File: src/rtl/truth_table_scanner_pkg.sv
// Shared definitions for the truth-table scanner: FSM states, table size and
// the golden truth table of the lab function.
package truth_table_scanner_pkg;

  // Scan sequencer states
  typedef enum logic [1:0] {
    ST_IDLE   = 2'd0,
    ST_SETTLE = 2'd1,
    ST_SAMPLE = 2'd2,
    ST_DONE   = 2'd3
  } scan_state_e;

  // A 4-input function has 16 minterms
  localparam int NUM_MINTERMS = 16;

  // Truth table of the lab function F = AC' + B'D + A'CD + ABCD, bit i = F(i)
  localparam logic [15:0] LAB_F_MASK = 16'hBB8A;

endpackage

File: src/rtl/truth_table_scanner_settle_timer.sv
// Loadable down-counter that times how long each minterm is held before it is
// sampled. tc is high once SETTLE cycles have elapsed since the last load.
module settle_timer #(
  parameter int unsigned SETTLE = 2
) (
  input  logic clk,
  input  logic rst_n,
  input  logic load,
  output logic tc
);

  // The cycle in which the load lands already counts as the first settle cycle
  localparam logic [3:0] LOAD_VALUE = 4'(SETTLE - 1);

  logic [3:0] count;

  // Reload on request, otherwise count down and park at zero
  always_ff @(posedge clk or negedge rst_n) begin
    if (!rst_n) begin
      count <= 4'd0;
    end else if (load) begin
      count <= LOAD_VALUE;
    end else if (count != 4'd0) begin
      count <= count - 4'd1;
    end
  end

  assign tc = (count == 4'd0);

endmodule

File: src/rtl/truth_table_scanner.sv
// Walks a 4-input function under test through all 16 minterms in ascending
// order, captures its response into a truth table and compares it against a
// golden table latched when the scan starts.
module truth_table_scanner
  import truth_table_scanner_pkg::*;
#(
  parameter int unsigned SETTLE = 2
) (
  input  logic        clk,
  input  logic        rst_n,
  input  logic        start,
  input  logic        f_in,
  input  logic [15:0] expected,
  output logic [3:0]  abcd_out,
  output logic        busy,
  output logic        done,
  output logic [15:0] table_out,
  output logic        pass,
  output logic [4:0]  err_count,
  output logic [3:0]  first_err,
  output logic        err_valid
);

  localparam logic [3:0] LAST_IDX = 4'(NUM_MINTERMS - 1);

  scan_state_e state;
  scan_state_e state_next;

  logic [3:0]  idx;
  logic [15:0] expected_q;
  logic        timer_load;
  logic        timer_tc;
  logic        mismatch;

  // The function under test is driven straight from the minterm index register
  assign abcd_out = idx;

  // Current sample disagrees with the golden table latched at start
  assign mismatch = (f_in != expected_q[idx]);

  settle_timer #(
    .SETTLE (SETTLE)
  ) u_settle_timer (
    .clk   (clk),
    .rst_n (rst_n),
    .load  (timer_load),
    .tc    (timer_tc)
  );

  // State register
  always_ff @(posedge clk or negedge rst_n) begin
    if (!rst_n) begin
      state <= ST_IDLE;
    end else begin
      state <= state_next;
    end
  end

  // Next-state logic; the settle timer is reloaded whenever a new minterm begins
  always_comb begin
    state_next = state;
    timer_load = 1'b0;
    case (state)
      ST_IDLE: begin
        if (start) begin
          state_next = ST_SETTLE;
          timer_load = 1'b1;
        end
      end
      ST_SETTLE: begin
        if (timer_tc) begin
          state_next = ST_SAMPLE;
        end
      end
      ST_SAMPLE: begin
        if (idx == LAST_IDX) begin
          state_next = ST_DONE;
        end else begin
          state_next = ST_SETTLE;
          timer_load = 1'b1;
        end
      end
      ST_DONE: begin
        state_next = ST_IDLE;
      end
      default: begin
        state_next = ST_IDLE;
      end
    endcase
  end

  // Datapath: clear results at start, record one minterm per SAMPLE cycle and
  // publish the verdict when the last minterm has been taken
  always_ff @(posedge clk or negedge rst_n) begin
    if (!rst_n) begin
      idx        <= 4'd0;
      busy       <= 1'b0;
      done       <= 1'b0;
      table_out  <= 16'h0000;
      pass       <= 1'b0;
      err_count  <= 5'd0;
      first_err  <= 4'd0;
      err_valid  <= 1'b0;
      expected_q <= 16'h0000;
    end else begin
      done <= 1'b0;
      case (state)
        ST_IDLE: begin
          if (start) begin
            idx        <= 4'd0;
            busy       <= 1'b1;
            table_out  <= 16'h0000;
            pass       <= 1'b0;
            err_count  <= 5'd0;
            first_err  <= 4'd0;
            err_valid  <= 1'b0;
            expected_q <= expected;
          end
        end
        ST_SAMPLE: begin
          table_out[idx] <= f_in;
          if (mismatch) begin
            err_count <= err_count + 5'd1;
            if (!err_valid) begin
              first_err <= idx;
              err_valid <= 1'b1;
            end
          end
          if (idx == LAST_IDX) begin
            // idx stays at 15 so abcd_out parks at 4'hF until the next start
            busy <= 1'b0;
            done <= 1'b1;
            pass <= (err_count == 5'd0) && !mismatch;
          end else begin
            idx <= idx + 4'd1;
          end
        end
        default: begin
        end
      endcase
    end
  end

endmodule

File: config.mk
export PLATFORM = sky130hd
export DESIGN_NAME = truth_table_scanner
export DESIGN_NICKNAME = d
export VERILOG_FILES = /design/src/rtl/truth_table_scanner_pkg.sv /design/src/rtl/truth_table_scanner_settle_timer.sv /design/src/rtl/truth_table_scanner.sv
export SDC_FILE = /design/constraint.sdc
export NUM_CORES = 1
export LEC_CHECK = 0
export ABC_AREA = 0
export CAP_MARGIN = 5
export CELL_PAD_IN_SITES_DETAIL_PLACEMENT = 1
export CELL_PAD_IN_SITES_GLOBAL_PLACEMENT = 1
export CORE_MARGIN = 3
export CORE_UTILIZATION = 36
export CTS_CLUSTER_DIAMETER = 40
export DETAILED_ROUTE_END_ITERATION = 8
export GPL_ROUTABILITY_DRIVEN = 0
export PLACE_DENSITY = 0.8
export SYNTH_ARGS = -nofsm -noshare
export SYNTH_HDL_FRONTEND = slang
export SYNTH_SLANG_ARGS = --single-unit
File: constraint.sdc
create_clock -name clk -period 2.1 [get_ports clk]
set_clock_uncertainty 0.05 [all_clocks]
set_input_delay 0.42 -clock clk [delete_from_list [all_inputs] [get_ports clk]]
set_output_delay 0.42 -clock clk [all_outputs]
set_load 0.03 [all_outputs]
==> results <==
## layout by cell type, fill, tap and decap left out, types with 2 or more instances in the layout
cell type	netlist	routed
sky130_fd_sc_hd__nand2_1	89	89
sky130_fd_sc_hd__o311ai_0	3	2
sky130_fd_sc_hd__clkbuf_8	0	5
sky130_fd_sc_hd__mux2i_4	2	3
sky130_fd_sc_hd__nor2_1	10	10
sky130_fd_sc_hd__a21o_1	2	2
sky130_fd_sc_hd__o211ai_1	15	15
sky130_fd_sc_hd__dlymetal6s2s_1	0	2
sky130_fd_sc_hd__nor3_1	5	5
sky130_fd_sc_hd__mux2i_1	4	4
sky130_fd_sc_hd__xnor2_1	4	3
sky130_fd_sc_hd__bufinv_16	0	2
sky130_fd_sc_hd__buf_4	1	21
sky130_fd_sc_hd__xor2_1	2	2
sky130_fd_sc_hd__a21oi_1	3	3
sky130_fd_sc_hd__nor2b_1	3	3
sky130_fd_sc_hd__nand3_1	10	10
sky130_fd_sc_hd__or2_2	2	2
sky130_fd_sc_hd__ha_1	8	8
sky130_fd_sc_hd__inv_1	9	9
sky130_fd_sc_hd__clkdlybuf4s50_1	0	48
sky130_fd_sc_hd__mux4_2	4	4
sky130_fd_sc_hd__mux2_4	1	3
sky130_fd_sc_hd__nand3b_1	3	3
sky130_fd_sc_hd__dfrtp_1	55	54
sky130_fd_sc_hd__nand4_1	13	13
sky130_fd_sc_hd__nand2b_1	4	4
sky130_fd_sc_hd__o21ai_0	6	4
## state kept, by name (all words and copies together) (netlist names)
signal,cells
expected_q,16
table_out,16
err_count,5
abcd_out,4
first_err,4
u_settle_timer.count,4
state,2
busy,1
done,1
err_valid,1
pass,1
## cell families (layout without fill, tap and decap cells)
kind of cell	after synthesis	after routing	share of synthesized area (%)
flops	55	55	48.54
buf+inv	26	93	4.148
fa+ha+maj	8	8	3.531
compound gates	37	37	9.444
mux	15	15	8.385
simple gates	149	149	24.10
xor+xnor	6	6	1.853
## worst paths after layout
path | cells past startpoint | slack (ns) | endpoint
max | 5 | -0.07 | err_count[2]
max in group asynchronous | 3 | 1.04 | abcd_out[0]
max reg2reg | 5 | -0.07 | err_count[2]
min | 2 | 0.44 | expected_q[13]
min reg2reg | 2 | 0.44 | expected_q[13]
min in group asynchronous | 2 | 0.45 | u_settle_timer.count[2]
## stage by stage
step	std cells	util, %	TNS, ns
3_3_place_gp	451	47.90	-0.001587
6_report	462	50.55	-0.1064
4_1_cts	460	50.07	-0.1281
5_1_grt	462	50.55	-0.6742
2_1_floorplan	296	-	-0.3372
3_5_place_dp	451	47.90	-0.1649
## cell type report
type | count | area [µm²] | share of cell area [%]
multi-input cells | 215 | 1379 | 36.62
flip-flops and latches | 55 | 1378 | 36.59
repair buffers | 76 | 718.2 | 19.08
inverters | 9 | 33.78 | 0.8973
clock inverters | 2 | 60.06 | 1.595
well taps | 99 | 123.9 | 3.290
clock buffers | 6 | 72.57 | 1.928
## power breakdown
part	total (mW)	internal, mW	switching [mW]
Sequential	1.51	1.31	0.198
Combinational	1.54	0.693	0.851
Clock	0.832	0.477	0.355
Total	3.89	2.48	1.40
## layer usage
metal | GRT usage (%) | vias to the layer above | wire length [µm]
met5 | 0 | - | 0
met4 | 6.370 | 0 | 126
met3 | 4.542 | 12 | 322
met2 | 29.65 | 51 | 3712
met1 | 21.66 | 1192 | 3351
li1 | - | 1145 | -
## critical path: cells and delay by family, from the launching register on
| kind | cells | cell delay (ns) |
|---|---|---|
| multiplexers | 3 | 1.12 |
| flip-flops | 1 | 0.46 |
| AO/OA/AOI/OAI | 2 | 0.44 |
## what timing repair did
action / in CTS / in global routing
setup buffers: 0 / 2
pin swaps: 0 / 4
endpoints found under the setup margin: 11 / 13
endpoints found under the hold margin: 5 / 0
hold buffers: 1 / 0
gates resized for setup: 4 / 9
==> flow_results.xml <==
<?xml version="1.0" encoding="UTF-8"?>
<metrics>
  <group name="status">
    <metric name="status" unit="">finished, violations left</metric>
    <metric name="failed_checks" unit="">negative setup slack</metric>
  </group>
  <group name="pwr">
    <metric name="p_per_area" unit="nW/µm²">1032</metric>
    <metric name="vdd_drop_max" unit="mV">0.3988</metric>
    <metric name="cellLeakagePower" unit="nW">1.761</metric>
    <metric name="post-layout-total-power" unit="mW">3.885</metric>
  </group>
  <group name="grt">
    <metric name="global_route.overflow_total" unit="">0</metric>
    <metric name="gr-usage-all-layers" unit="%">17.58</metric>
    <metric name="maximum_number_of_pins_on_one_net_before_global_route_repair" unit="">26</metric>
    <metric name="via_count_of_the_first_global_routing_pass" unit="">2530</metric>
    <metric name="grt_antenna_before_repair" unit="">0</metric>
    <metric name="grt_first_pass_wirelength" unit="mm">12.29</metric>
  </group>
  <group name="timing">
    <metric name="min_period" unit="ns">2.170</metric>
    <metric name="final.hold.worst_slack" unit="ns">0.4360</metric>
    <metric name="report.final.slew_viol_count" unit="">0</metric>
    <metric name="hold_viol_final" unit="">0</metric>
    <metric name="post-route-worst-setup-slack" unit="ns">-0.06995</metric>
    <metric name="worst_slew_margin_rel" unit="%">66.07</metric>
    <metric name="max_freq" unit="GHz">0.4608</metric>
    <metric name="measured_slew_at_the_worst_slew_check_pin" unit="ns">0.5036</metric>
    <metric name="grt_setup_unrepaired" unit="">yes</metric>
    <metric name="fin_crit_sh" unit="%">103.3</metric>
    <metric name="final-setup-viol-count" unit="">3</metric>
  </group>
  <group name="floorplanning">
    <metric name="initial_core_utilization" unit="%">38.07</metric>
    <metric name="rows" unit="">31</metric>
    <metric name="coreArea" unit="µm²">7447</metric>
    <metric name="top_level_ports" unit="">53</metric>
    <metric name="floorplan.die.height" unit="µm">94.75</metric>
    <metric name="fp.dieArea" unit="µm²">8977</metric>
    <metric name="die_x" unit="µm">94.75</metric>
  </group>
  <group name="logic_synthesis">
    <metric name="synth-warning-count" unit="">0</metric>
    <metric name="syn_nets" unit="">324</metric>
    <metric name="yosysSeqAreaShare" unit="%">48.54</metric>
    <metric name="syn-cell-area" unit="µm²">2835</metric>
    <metric name="netlist_top_cells_count" unit="">sky130_fd_sc_hd__nand2_1, sky130_fd_sc_hd__dfrtp_1, sky130_fd_sc_hd__o211ai_1</metric>
    <metric name="netlist_instances" unit="">296</metric>
    <metric name="synth-edff-count" unit="">0</metric>
    <metric name="yosys.area.top_type" unit="">sky130_fd_sc_hd__dfrtp_1</metric>
    <metric name="ys.flop_type" unit="">sky130_fd_sc_hd__dfrtp_1</metric>
    <metric name="postSynthAreaPerCell" unit="µm²">9.578</metric>
    <metric name="yosys.cell_types.count" unit="">47</metric>
    <metric name="post-synth-top-area-fraction" unit="%">48.54</metric>
    <metric name="synth.top_cells.by_area" unit="">sky130_fd_sc_hd__dfrtp_1, sky130_fd_sc_hd__nand2_1, sky130_fd_sc_hd__o211ai_1, sky130_fd_sc_hd__ha_1, sky130_fd_sc_hd__mux4_2</metric>
    <metric name="synthArstFlopShare" unit="%">100.0</metric>
    <metric name="most_repeated_cell_in_the_gate_level_netlist_after_synthesis" unit="">sky130_fd_sc_hd__nand2_1</metric>
    <metric name="synth_seq_cells" unit="">55</metric>
  </group>
  <group name="detailed_routing">
    <metric name="detailedRoute.firstIterationViolations" unit="">86</metric>
    <metric name="vias" unit="">2400</metric>
    <metric name="routed_via_density" unit="">5.195</metric>
    <metric name="drc_errors" unit="">0</metric>
    <metric name="wl_per_cell" unit="µm">16.26</metric>
    <metric name="drt-pass1-iter-count" unit="">4</metric>
    <metric name="finalWirelength" unit="mm">7.512</metric>
    <metric name="postRouteAntennaNets" unit="">0</metric>
  </group>
  <group name="final_layout">
    <metric name="antenna_cells" unit="">0</metric>
    <metric name="drive_gt1_share" unit="%">14.33</metric>
    <metric name="nFillCells" unit="">853</metric>
    <metric name="layout.nets" unit="">390</metric>
    <metric name="layout-area-overhead-vs-synth" unit="%">32.79</metric>
    <metric name="design_area" unit="µm²">3765</metric>
  </group>
  <group name="critical_path">
    <metric name="worst_ep_required_time" unit="ns">2.25</metric>
    <metric name="cpMaxStageDelayCell" unit="">sky130_fd_sc_hd__mux4_2</metric>
    <metric name="timing.critical_path.from" unit="">abcd_out[0]</metric>
    <metric name="worst_setup_path_start_kind" unit="">flop</metric>
    <metric name="path_max_fanout" unit="">6</metric>
    <metric name="worst_path_largest_cell_delay" unit="ns">0.55</metric>
    <metric name="critical_path.most_common_cell" unit="">sky130_fd_sc_hd__mux2i_4</metric>
    <metric name="setup.worst_path.class" unit="">flop to flop</metric>
    <metric name="crit_chain" unit="">mux4_2, mux2i_4, mux2i_4, a211oi_2, a311o_1</metric>
    <metric name="critical_path.endpoint_type" unit="">flop</metric>
    <metric name="worst_ep_arrival_time" unit="ns">2.32</metric>
    <metric name="r2r-start" unit="">abcd_out[0]</metric>
  </group>
  <group name="clock_network">
    <metric name="cts_num_sinks" unit="">55</metric>
    <metric name="ctsRootBufferMaster" unit="">sky130_fd_sc_hd__clkbuf_8</metric>
    <metric name="clock_latency_on_the_worst_skew_pair" unit="ns">0.31</metric>
    <metric name="cts-buffers-inserted" unit="">5</metric>
    <metric name="tritoncts_clock_tree" unit="">built</metric>
    <metric name="clk_transition_reported_paths" unit="ns">0.10</metric>
    <metric name="bufs_on_longest_clock_path" unit="">2</metric>
    <metric name="clock_tree.htree_level_count" unit="">2</metric>
  </group>
  <group name="job">
    <metric name="drv_cap" unit="">0</metric>
  </group>
  <group name="place">
    <metric name="placement.io_buffers" unit="">52</metric>
    <metric name="pre_cts_setup_slack" unit="ns">-0.07658</metric>
    <metric name="place.detailed.hpwl" unit="mm">5.635</metric>
    <metric name="placed_cell_area" unit="µm²">3567</metric>
  </group>
  <group name="worst_hold_path">
    <metric name="min-delay-start" unit="">expected_q[13]</metric>
    <metric name="timing.hold.worst.class" unit="">flop to flop</metric>
  </group>
</metrics>
(Power assumes the default switching activity.)
